==> src/rtl/it_blk_ctrl.sv <==
// Thumb-2 IT block sequencer for the stage-one pre-decoder: holds ITSTATE,
// evaluates the current condition against APSR and squashes failing slots.
module it_blk_ctrl #(
  parameter int NESTED_IT_FAULT = 1,
  parameter int APSR_W          = 5
) (
  input  logic              i_clk,
  input  logic              i_rst_n,
  input  logic              i_inst_valid,
  input  logic              i_stall,
  input  logic              i_is_it_inst,
  input  logic [3:0]        i_it_firstcond,
  input  logic [3:0]        i_it_mask,
  input  logic [APSR_W-1:0] i_apsr,
  input  logic              i_flush,
  input  logic              i_itstate_wr,
  input  logic [7:0]        i_itstate_in,
  output logic [7:0]        o_itstate,
  output logic              o_in_it_blk,
  output logic [3:0]        o_cur_cond,
  output logic              o_hint_or_exc,
  output logic              o_last_in_blk,
  output logic              o_it_fault
);

  typedef struct packed {
    logic [3:0] cond;
    logic [3:0] mask;
  } itstate_t;

  localparam int  LP_N  = APSR_W - 1;
  localparam int  LP_Z  = APSR_W - 2;
  localparam int  LP_C  = APSR_W - 3;
  localparam int  LP_V  = APSR_W - 4;
  localparam logic LP_FAULT_EN = (NESTED_IT_FAULT != 0);
  localparam logic [3:0] LP_COND_AL = 4'b1110;

  itstate_t r_itstate;
  itstate_t w_itstate_nxt;
  logic     r_it_fault;
  logic     w_it_fault_nxt;
  logic     w_accept;
  logic     w_in_it_blk;
  logic     w_pass;
  logic     w_n, w_z, w_c, w_v;
  logic     w_unused_q;

  // Condition evaluation on c[3:1]; c[0] inverts, except 1111 which is AL.
  function automatic logic cond_pass(input logic [3:0] c, input logic n,
                                     input logic z, input logic cf,
                                     input logic v);
    logic r;
    case (c[3:1])
      3'b000:  r = z;
      3'b001:  r = cf;
      3'b010:  r = n;
      3'b011:  r = v;
      3'b100:  r = cf & ~z;
      3'b101:  r = (n == v);
      3'b110:  r = (n == v) & ~z;
      default: r = 1'b1;
    endcase
    if (c == 4'b1111) return 1'b1;
    return c[0] ? ~r : r;
  endfunction

  assign w_n        = i_apsr[LP_N];
  assign w_z        = i_apsr[LP_Z];
  assign w_c        = i_apsr[LP_C];
  assign w_v        = i_apsr[LP_V];
  assign w_unused_q = i_apsr[0];

  assign w_accept    = i_inst_valid & ~i_stall;
  assign w_in_it_blk = |r_itstate.mask;
  assign w_pass      = cond_pass(o_cur_cond, w_n, w_z, w_c, w_v);

  always_comb begin
    w_itstate_nxt = r_itstate;
    if (i_itstate_wr)
      w_itstate_nxt = itstate_t'(i_itstate_in);
    else if (i_flush)
      w_itstate_nxt = '0;
    else if (w_accept & i_is_it_inst & ~w_in_it_blk)
      w_itstate_nxt = '{cond: i_it_firstcond, mask: i_it_mask};
    else if (w_accept & w_in_it_blk) begin
      // Shifting [4:0] moves mask[3] into cond[0], which flips T/E per slot.
      if (r_itstate.mask[2:0] == 3'b000)
        w_itstate_nxt = '0;
      else
        w_itstate_nxt = itstate_t'({r_itstate[7:5], r_itstate[3:0], 1'b0});
    end
  end

  assign w_it_fault_nxt = w_accept & w_in_it_blk & i_is_it_inst & LP_FAULT_EN;

  always_ff @(posedge i_clk or negedge i_rst_n) begin
    if (!i_rst_n) begin
      r_itstate  <= '0;
      r_it_fault <= 1'b0;
    end else begin
      r_itstate  <= w_itstate_nxt;
      r_it_fault <= w_it_fault_nxt;
    end
  end

  assign o_itstate     = r_itstate;
  assign o_in_it_blk   = w_in_it_blk;
  assign o_cur_cond    = w_in_it_blk ? r_itstate.cond : LP_COND_AL;
  // A nested IT is squashed even if its slot condition passes.
  assign o_hint_or_exc = i_inst_valid & w_in_it_blk & (~w_pass | i_is_it_inst);
  assign o_last_in_blk = (r_itstate.mask == 4'b1000);
  assign o_it_fault    = r_it_fault;

endmodule

==> config.mk <==
export PLATFORM = sky130hd
export DESIGN_NAME = it_blk_ctrl
export DESIGN_NICKNAME = d
export VERILOG_FILES = /design/src/rtl/it_blk_ctrl.sv
export SDC_FILE = /design/constraint.sdc
export NUM_CORES = 1
export LEC_CHECK = 0
export ABC_CLOCK_PERIOD_IN_PS = 2140
export BUFFER_PORTS_ARGS = -buffer_cell sky130_fd_sc_hd__buf_2
export CAP_MARGIN = 10
export CORE_AREA = 2 2 46 48
export DETAILED_ROUTE_END_ITERATION = 7
export DIE_AREA = 0 0 48 50
export GPL_TIMING_DRIVEN = 0
export PLACE_DENSITY = 0.69
export SYNTH_ARGS = -nofsm -noshare
export SYNTH_HDL_FRONTEND = slang
export SYNTH_SLANG_ARGS = --single-unit
==> constraint.sdc <==
create_clock -name i_clk -period 2.14 [get_ports i_clk]
set_input_delay 0.428 -clock i_clk [delete_from_list [all_inputs] [get_ports i_clk]]
set_output_delay 0.428 -clock i_clk [all_outputs]
set_load 0.05 [all_outputs]
## Word level (Yosys, flattened, before mapping)

Index checks and enable logic that the tools add are counted.

- Equal/unequal tests: 9
- Mux-type cells: 11
- Bitwise gates (word level): 15
- Reduce and logical (&&, ||, !) cells: 6

Operators with widths:

| kind | number |
|---|---|
| 2-to-1 mux 8 bit | 5 |
| bitwise AND 1 bit | 9 |
| == test 3 bit (second input constant) | 3 |
| == test 4 bit (second input constant) | 2 |
| nonzero test 4 bit | 2 |
| case mux 1 bit (7 select lines) | 1 |
| == test 3 x 2 -> 1 bit (second input constant) | 2 |
| logical NOT 3 bit | 2 |
| inverter 1 bit | 5 |
| 2-to-1 mux 1 bit | 4 |
| 2-to-1 mux 4 bit | 1 |
| OR reduction 4 bit | 1 |
| == test 3 x 1 -> 1 bit (second input constant) | 1 |
| AND reduction 2 bit | 1 |
| == test 1 bit | 1 |
| OR 1 bit | 1 |

- Flip-flop bits (word level): 9
- Input bits: 28
- Output and inout bits: 16

## Depth between registers and ports, before layout

Gate-level depths: netlist of run 1.

- Depth in word-level cells: 10
- Mapped depth: 5

## Worst setup path before layout of run 1

Ideal clock, no wire load.

- Kind: reg-to-output
- Start point: register r_itstate, in the netlist o_itstate[5]
- End point: output port o_hint_or_exc
- Data arrival time: 2.713 ns
- Data required time: 1.712 ns
- Path slack: -1.001 ns
- Stages on the path, launching flop included: 6
- Cell sequence: dfrtp_1 -> buf_2 -> mux2_2 -> o32a_1 -> nand4_1 -> nor3b_1

- Cells in the longest elaborated chain, start to end: 9
- Elaborated cells between the ends (all ways): 17
- Classes of those cells: 7 x eq/ne; 5 x mux; 4 x bitwise; 1 x reduce/logical

Ends and longest elaborated chain:

| element | line | text |
|---|---|---|
| from (decl) | 38 | `itstate_t r_itstate;` |
| from (signal assigned) | 101 | `r_itstate <= w_itstate_nxt;` |
| 2-to-1 mux 4 bit * | 108 | `assign o_cur_cond = w_in_it_blk ? r_itstate.cond : LP_COND_AL;` |
| == test 3 bit (tied with other cells) | 53 | `case (c[3:1])` |
| case mux 1 bit (7 select lines) | 53 |  |
| inverter 1 bit | 64 | `return c[0] ? ~r : r;` |
| 2-to-1 mux 1 bit | 64 |  |
| 2-to-1 mux 1 bit * | 64 |  |
| inverter 1 bit * | 110 | `assign o_hint_or_exc = i_inst_valid & w_in_it_blk & (~w_pass \| i_is_it_inst);` |
| OR 1 bit * | 110 |  |
| bitwise AND 1 bit * | 110 |  |
| to (decl) | 21 | `output logic o_hint_or_exc,` |

Every way passes the cells marked *; elsewhere a longest branch is shown, timed or not.

## Worst setup path in the final report of run 1

Same ends and word-level chain as after synthesis.

==> impl_metrics.ini, run 1 <==
[run_status]
outcome = complete, but fails checks
violations = setup timing

[sta]
tightest_slew_ns = 0.485
fmax_mhz = 442
layout_setup_ws_ns = -0.125
min_period_over_period = 1.06
rsz0062_at_grt = true
setup_viol = 1
maxSlewHeadroom = 0.674
skew_ns = 0.000981
finalHoldViolCount = 0
fin_crit_ns = 2.26
maxSlewViolCount = 0

[yosys]
synthTopCellsByArea = dfrtp_1 (35%), a222oi_1 (6.3%), mux2_2 (5.3%)
async_flop_share = 1.00
syn_area_um2 = 639
yosysWarnings = 0
ys_types = 38
syn_nets = 95
ys_ff_latch = 9
yosysTopAreaCellShare = 0.352
synth_top_area_cell = dfrtp_1
synth_ff_type = dfrtp_1
synth.most_common_cell = dfrtp_1
ys_top_cells_by_count = dfrtp_1 (9), inv_1 (7), a222oi_1 (4)
synth_seq_area_share = 0.352
synthCells = 67
avgSynthCellArea_um2 = 9.54
synth_edf_count = 0

[clock_network]
path_clk_slew_ns = 0.06
cts_buffers = 3
clk_path_buf_depth = 2
cts_sinks = 9
cts_max_level = 1
hold_buffers = 0
cts_tree = built
root_buffer = clkbuf_4
clkLatencyLatePin_ns = 0.26

[detailed_routing]
vias_per_cell = 5.28
drtIter0Drc = 22
drtAntennaViolNets = 0
vias = 745
drc = 0
drt_pass1_iterations = 4
wl_per_cell_um = 13.9
finalWirelength_mm = 1.96

[critical_path]
critPathMaxFanout = 4
critPathLaunchType = flop
required_ns = 1.71
crit_path_end_kind = primary output
reg2regPathDepth = 5
crit_type = reg2out
cp.arrival_ns = 1.84

[grt]
grt_util_all_layers = 0.166
grtUsageMet1 = 0.221
grt_pass1_wl_mm = 2.86
grtUsageMet3 = 0.0220
grt_overflow = 0
grt_pass1_vias = 681
grt_use_met2 = 0.260
antenna_found_initial = 0
grt_start_max_net_pins = 11
gr-max-usage-layer = met2

[layout]
fill_cells = 201
drive_above_1_share = 0.570
diodes = 0
layout.nets = 143
fin_cells = 141
area_delta_synth_final_pct = 53.8

[place]
dp_hpwl_mm = 1.45
place_inst = 136
place_ws_ns = -0.117
port_buffers = 42
gp_congestion = 0.720

[die]
ios = 44
dieArea_um2 = 2400
core_um2 = 1900
rows = 16
die_w_um = 48
start_util = 0.336
die_h_um = 50

[power_and_ir_drop]
power_density_nw_per_um2 = 647
ir_drop_mv = 0.383
p_leak_nw = 0.492

[run]
maxCapViolCount = 0

[hold_path]
hold_path_class = in2async
routing by layer:
layer	wire length, um	up-vias
met4	6	0
met5	0	-
met1	842	348
met3	152	2
li1	-	359
met2	960	36
through the flow:
| stage | hold slack (ns) | total power, mW | utilization | setup TNS [ns] | area (um^2) |
|---|---|---|---|---|---|
| after CTS | 0.00920 | 0.633 | 0.503 | -0.282 | 957 |
| final | 0.0135 | 0.636 | 0.517 | -0.125 | 983 |
| after floorplan | 0.132 | 0.405 | - | -0.138 | 659 |
| after detailed placement | 0.294 | 0.486 | 0.475 | -0.117 | 903 |
| after global placement | 0.290 | 0.481 | 0.475 | -0.0451 | 903 |
| after global routing | 0.0107 | 0.672 | 0.517 | -0.198 | 983 |
worst paths after layout:
| path | start | slack (ns) | to |
|---|---|---|---|
| worst max-delay path | o_itstate[5]$_DFFE_PN0P_ | -0.12 | o_hint_or_exc |
| worst min-delay path | i_rst_n | 0.01 | o_itstate[3]$_DFFE_PN0P_ |
| worst max register to register | o_itstate[0]$_DFFE_PN0P_ | 0.56 | o_itstate[1]$_DFFE_PN0P_ |
| worst min register to register | o_itstate[4]$_DFFE_PN0P_ | 0.64 | o_itstate[4]$_DFFE_PN0P_ |
| max in group asynchronous | i_rst_n | 1.93 | o_itstate[5]$_DFFE_PN0P_ |
| min in group i_clk | i_it_firstcond[1] | 0.39 | o_itstate[5]$_DFFE_PN0P_ |
where the power goes:
group,internal [mW],switching (mW),total (mW),leakage (nW)
logic,0.0977,0.199,0.296,0.365
registers,0.185,0.0225,0.208,0.112
clock network,0.0719,0.0596,0.131,0.0150
total,0.355,0.281,0.636,0.492
layout by cell type, fill, tap and decap left out, drive strengths merged, types with 2 or more instances in the layout:
| cell type | instances |
|---|---|
| a221o | 2 |
| buf | 45 |
| a222oi | 4 |
| inv | 8 |
| nor2 | 4 |
| nor3 | 2 |
| mux2i | 2 |
| a311oi | 2 |
| o21ai | 3 |
| mux2 | 3 |
| nor4 | 2 |
| dfrtp | 9 |
| nor3b | 2 |
| or2b | 3 |
| clkbuf | 6 |
cell families (layout without fill, tap and decap cells):
group | Yosys count | after routing | share of synthesized area
simple gates | 24 | 24 | 0.254
buf+inv | 12 | 59 | 0.0802
compound gates | 16 | 16 | 0.215
mux | 5 | 5 | 0.0841
flops | 9 | 9 | 0.352
xor+xnor | 1 | 1 | 0.0137
registers in the layout (all words and copies together) (netlist names):
register	cells
o_it_fault	1
o_itstate	8
what timing repair did:
action | 4_1_cts | 5_1_grt
gates resized for setup | 4 | 6
endpoints found under the setup margin | 1 | 4
setup buffers | 2 | 0
pin swaps | 3 | 3
layout make-up:
type / count / area (um^2) / share of cell area
Sequential cell: 9 / 228 / 0.232
Buffer: 3 / 16.3 / 0.0165
Tap cell: 27 / 33.8 / 0.0344
Timing Repair Buffer: 44 / 231 / 0.235
Clock buffer: 4 / 26.3 / 0.0267
Inverter: 8 / 30.0 / 0.0305
Multi-Input combinational cell: 46 / 418 / 0.425
worst max-delay path, cell delays in order (launching register included):
cell	delay [ns]
dfrtp_2	0.38
mux2_2	0.33
o32a_1	0.33
a311oi_2	0.30
nor3b_4	0.08
buf_6	0.16
No activity file was read; power rests on OpenSTA's default activity.
==> inputs of run 2 (changes only) <==
- PLACE_DENSITY: 0.69 -> 0.68
- SKIP_CTS_REPAIR_TIMING: unset -> 1
==> impl_metrics.ini, run 2 (synthesized netlist as in run 1, its figures left out) <==
[run_status]
outcome = complete, but fails checks
violations = setup timing

[die]
core_um2 = 1900
start_util = 0.336
die_w_um = 48
dieArea_um2 = 2400
die_h_um = 50
rows = 16
ios = 44

[critical_path]
crit_type = reg2out
slowest_delay_ns = 0.36
crit_family = compound AO/OA/AOI/OAI gates
r2r_slack_ns = 0.57
required_ns = 1.71
crit_path_end_kind = primary output
critPathMaxFanout = 9
crit_path_cell_trace = buf_6 -> mux2_2 -> o32a_1 -> a311oi_2 -> nor3b_4 -> buf_2
critPathBufInv = 2
critPathLaunchType = flop
cp.arrival_ns = 1.97
cpMaxStageDelayCell = dfrtp_2

[power_and_ir_drop]
power_mw = 0.618
p_leak_nw = 0.481
power_density_nw_per_um2 = 654
ir_drop_mv = 0.381

[grt]
grt_pass1_vias = 658
grt_util_all_layers = 0.161
grt_start_max_net_pins = 11
grt_overflow = 0
antenna_found_initial = 0
grt_pass1_wl_mm = 2.80

[clock_network]
cts_max_level = 1
path_clk_slew_ns = 0.06
root_buffer = clkbuf_4
clkLatencyLatePin_ns = 0.26
cts_buffers = 3
cts_tree = built
cts_sinks = 9
clk_path_buf_depth = 2

[sta]
layout_setup_ws_ns = -0.253
finalHoldViolCount = 0
min_period_over_period = 1.12
setup_viol = 1
rsz0062_at_grt = true
fin_crit_ns = 2.39
skew_ns = 0.00188
finalSetupTns_ns = -0.253
fmax_mhz = 418
maxSlewHeadroom = 0.709
maxSlewViolCount = 0
tightest_slew_ns = 0.433

[layout]
drive_above_1_share = 0.540
fill_cells = 204
layout_commonest_cell = buf_2
utilization = 0.497
diodes = 0
final_cell_mix = buf_2 (42), inv_1 (7), dfrtp_1 (7)
area_delta_synth_final_pct = 47.7
layout.nets = 142
largest_reg_flops = 8

[detailed_routing]
wl_per_cell_um = 12.5
met2_length_um = 803
vias_per_cell = 5.15
vias = 721
top_layer = met4
drt-met1-wl_um = 780
drtIter0Drc = 16
drt_pass1_iterations = 4
wl_met3_um = 144
finalWirelength_mm = 1.76
drc = 0
drtAntennaViolNets = 0

[run]
maxCapViolCount = 0

[place]
dp_hpwl_mm = 1.40
port_buffers = 42
gp_congestion = 0.739

[hold_path]
hold_path_class = in2async
run 2: changes by cell type in the layout (fill, tap and decap cells not counted):
cell / previous run / this run
nor4b_4: 1 / 0
o21ai_0: 1 / 2
o311ai_1: 0 / 1
a31oi_2: 1 / 0
o21ai_1: 1 / 0
nor4b_1: 0 / 1
o311ai_2: 1 / 0
a31oi_1: 0 / 1
buf_2: 41 / 42
buf_4: 3 / 1
run 2: worst register-to-register path, cell delays in order, from the launching register on:
cell	delay [ns]
dfrtp_1	0.44
nor4_4	0.36
inv_2	0.11
o21ai_2	0.13
nand2_2	0.12
mux2_2	0.29
run 2: area by class of cell:
cell class | count | area [um^2] | share of cell area
buffer | 4 | 27.5 | 0.0291
inverter | 8 | 30.0 | 0.0318
tap | 27 | 33.8 | 0.0358
sequential | 9 | 228 | 0.241
clock buffer | 4 | 26.3 | 0.0278
timing repair buffer | 42 | 210 | 0.223
multi-input combinational | 46 | 389 | 0.412
run 2: power by group:
part / switching, mW / leakage (nW) / internal [mW]
Clock: 0.0580 / 0.0150 / 0.0718
Sequential: 0.0197 / 0.112 / 0.185
Combinational: 0.192 / 0.354 / 0.0908
Total: 0.270 / 0.481 / 0.348
run 2: final timing paths:
path / depth (start not counted) / to / startpoint
min in group i_clk: 3 / o_itstate[5]$_DFFE_PN0P_ / i_it_firstcond[1]
min: 1 / o_itstate[0]$_DFFE_PN0P_ / i_rst_n
max reg2reg: 5 / o_itstate[2]$_DFFE_PN0P_ / o_itstate[0]$_DFFE_PN0P_
max: 6 / o_hint_or_exc / o_itstate[5]$_DFFE_PN0P_
min reg2reg: 2 / o_itstate[4]$_DFFE_PN0P_ / o_itstate[4]$_DFFE_PN0P_
max in group asynchronous: 1 / o_itstate[5]$_DFFE_PN0P_ / i_rst_n
run 2: per-layer routing:
| layer | vias up | GRT usage |
|---|---|---|
| met5 | - | 0 |
| li1 | 354 | - |
| met4 | 0 | 0.0676 |
| met3 | 4 | 0.0220 |
| met2 | 36 | 0.233 |
| met1 | 327 | 0.232 |
run 2: metrics by stage:
step                std cells  instance area (um^2)  worst slack, ns  hold WS [ns]
finish                    140                   945           -0.253        0.0112
global route              140                   945           -0.316        0.0119
global placement          136                   903          -0.0451         0.291
floorplan                  67                   659           -0.138         0.132
CTS                       140                   930           -0.369        0.0112
detailed placement        136                   903          -0.0794         0.294
==> inputs of run 3 (changes only) <==
- GPL_TIMING_DRIVEN: 0 -> unset
==> impl_metrics.ini, run 3 (synthesized netlist as in run 1, its figures left out) <==
[critical_path]
required_ns = 1.71
critPathLaunchType = flop
cp.arrival_ns = 1.93
critPathMaxFanout = 6
crit_type = reg2out
crit_path_end_kind = primary output

[layout]
stdcell_area_um2 = 942
drive_above_1_share = 0.541
final_cell_mix = buf_2 (41), inv_1 (7), dfrtp_1 (7)
layout_commonest_cell = buf_2
fill_cells = 213
utilization = 0.495
diodes = 0
layout.nets = 140
multi_input_area_um2 = 393
area_delta_synth_final_pct = 47.4
regArea_um2 = 228
fin_cells = 138
largest_reg_flops = 8

[detailed_routing]
wl_per_cell_um = 12.9
drtAntennaViolNets = 0
vias = 744
vias_per_cell = 5.39
drc = 0
finalWirelength_mm = 1.78
drtIter0Drc = 23
drt_pass1_iterations = 6

[run_status]
outcome = complete, but fails checks
violations = setup timing

[run]
maxCapViolCount = 0

[grt]
grt_start_max_net_pins = 14
grt_pass1_wl_mm = 2.68
antenna_found_initial = 0
grt_overflow = 0
grt_pass1_vias = 658
grt_util_all_layers = 0.159

[power_and_ir_drop]
power_mw = 0.623
ir_drop_mv = 0.395
p_leak_nw = 0.479
power_density_nw_per_um2 = 661

[die]
ios = 44
die_w_um = 48
start_util = 0.336
rows = 16
die_h_um = 50
dieArea_um2 = 2400
core_um2 = 1900

[hold_path]
hold_path_class = in2async

[sta]
rsz0062_at_grt = true
tightest_slew_ns = 0.469
maxSlewViolCount = 0
fin_crit_ns = 2.36
setup_viol = 1
layout_setup_ws_ns = -0.220
maxSlewHeadroom = 0.685
fmax_mhz = 424
skew_ns = 0.000400
finalHoldViolCount = 0
min_period_over_period = 1.10

[place]
place_inst = 133
dp_hpwl_mm = 1.37
port_buffers = 42
gp_congestion = 0.744
dpl_cell_area_um2 = 883

[clock_network]
cts_sinks = 9
clk_path_buf_depth = 2
root_buffer = clkbuf_4
cts_tree = built
cts_buffers = 3
path_clk_slew_ns = 0.06
clkLatencyLatePin_ns = 0.26
cts_max_level = 1
## run 3: worst max-delay path, cell delays in order (launching register included)
cell	delay, ns
dfrtp_2	0.44
mux2_4	0.31
o32a_1	0.32
a311oi_2	0.37
nor3b_4	0.08
buf_6	0.16
## run 3: routing by layer
metal | track usage | wire length [um]
met1 | 0.214 | 778
met2 | 0.224 | 782
met3 | 0.0220 | 164
met4 | 0.108 | 50
met5 | 0 | 0
## run 3: final timing paths
kind / start / to / slack [ns] / cells past startpoint
worst max register to register: o_itstate[0]$_DFFE_PN0P_ / o_itstate[1]$_DFFE_PN0P_ / 0.54 / 4
min in group i_clk: i_it_firstcond[1] / o_itstate[5]$_DFFE_PN0P_ / 0.38 / 3
worst min register to register: o_itstate[5]$_DFFE_PN0P_ / o_itstate[5]$_DFFE_PN0P_ / 0.60 / 2
worst min-delay path: i_rst_n / o_itstate[0]$_DFFE_PN0P_ / 0.008 / 1
worst max-delay path: o_itstate[5]$_DFFE_PN0P_ / o_hint_or_exc / -0.22 / 5
max in group asynchronous: i_rst_n / o_itstate[6]$_DFFE_PN0P_ / 1.94 / 1
## run 3: cell type report
cell class,instances,area share
Clock buffer,4,0.0279
Multi-Input combinational cell,46,0.417
Sequential cell,9,0.242
Tap cell,27,0.0359
Inverter,8,0.0319
Timing Repair Buffer,44,0.246
## run 3: through the flow
step / hold WS (ns) / worst slack (ns) / TNS (ns)
floorplan: 0.132 / -0.138 / -0.138
global placement: 0.290 / -0.0340 / -0.0340
detailed placement: 0.292 / -0.0983 / -0.0983
CTS: 0.00878 / -0.326 / -0.326
global route: 0.00717 / -0.278 / -0.278
finish: 0.00820 / -0.220 / -0.220
## run 3: power breakdown
group	switching, mW	internal [mW]	leakage, nW
Clock	0.0586	0.0718	0.0150
Combinational	0.188	0.0942	0.352
Sequential	0.0241	0.186	0.112
Total	0.271	0.352	0.479
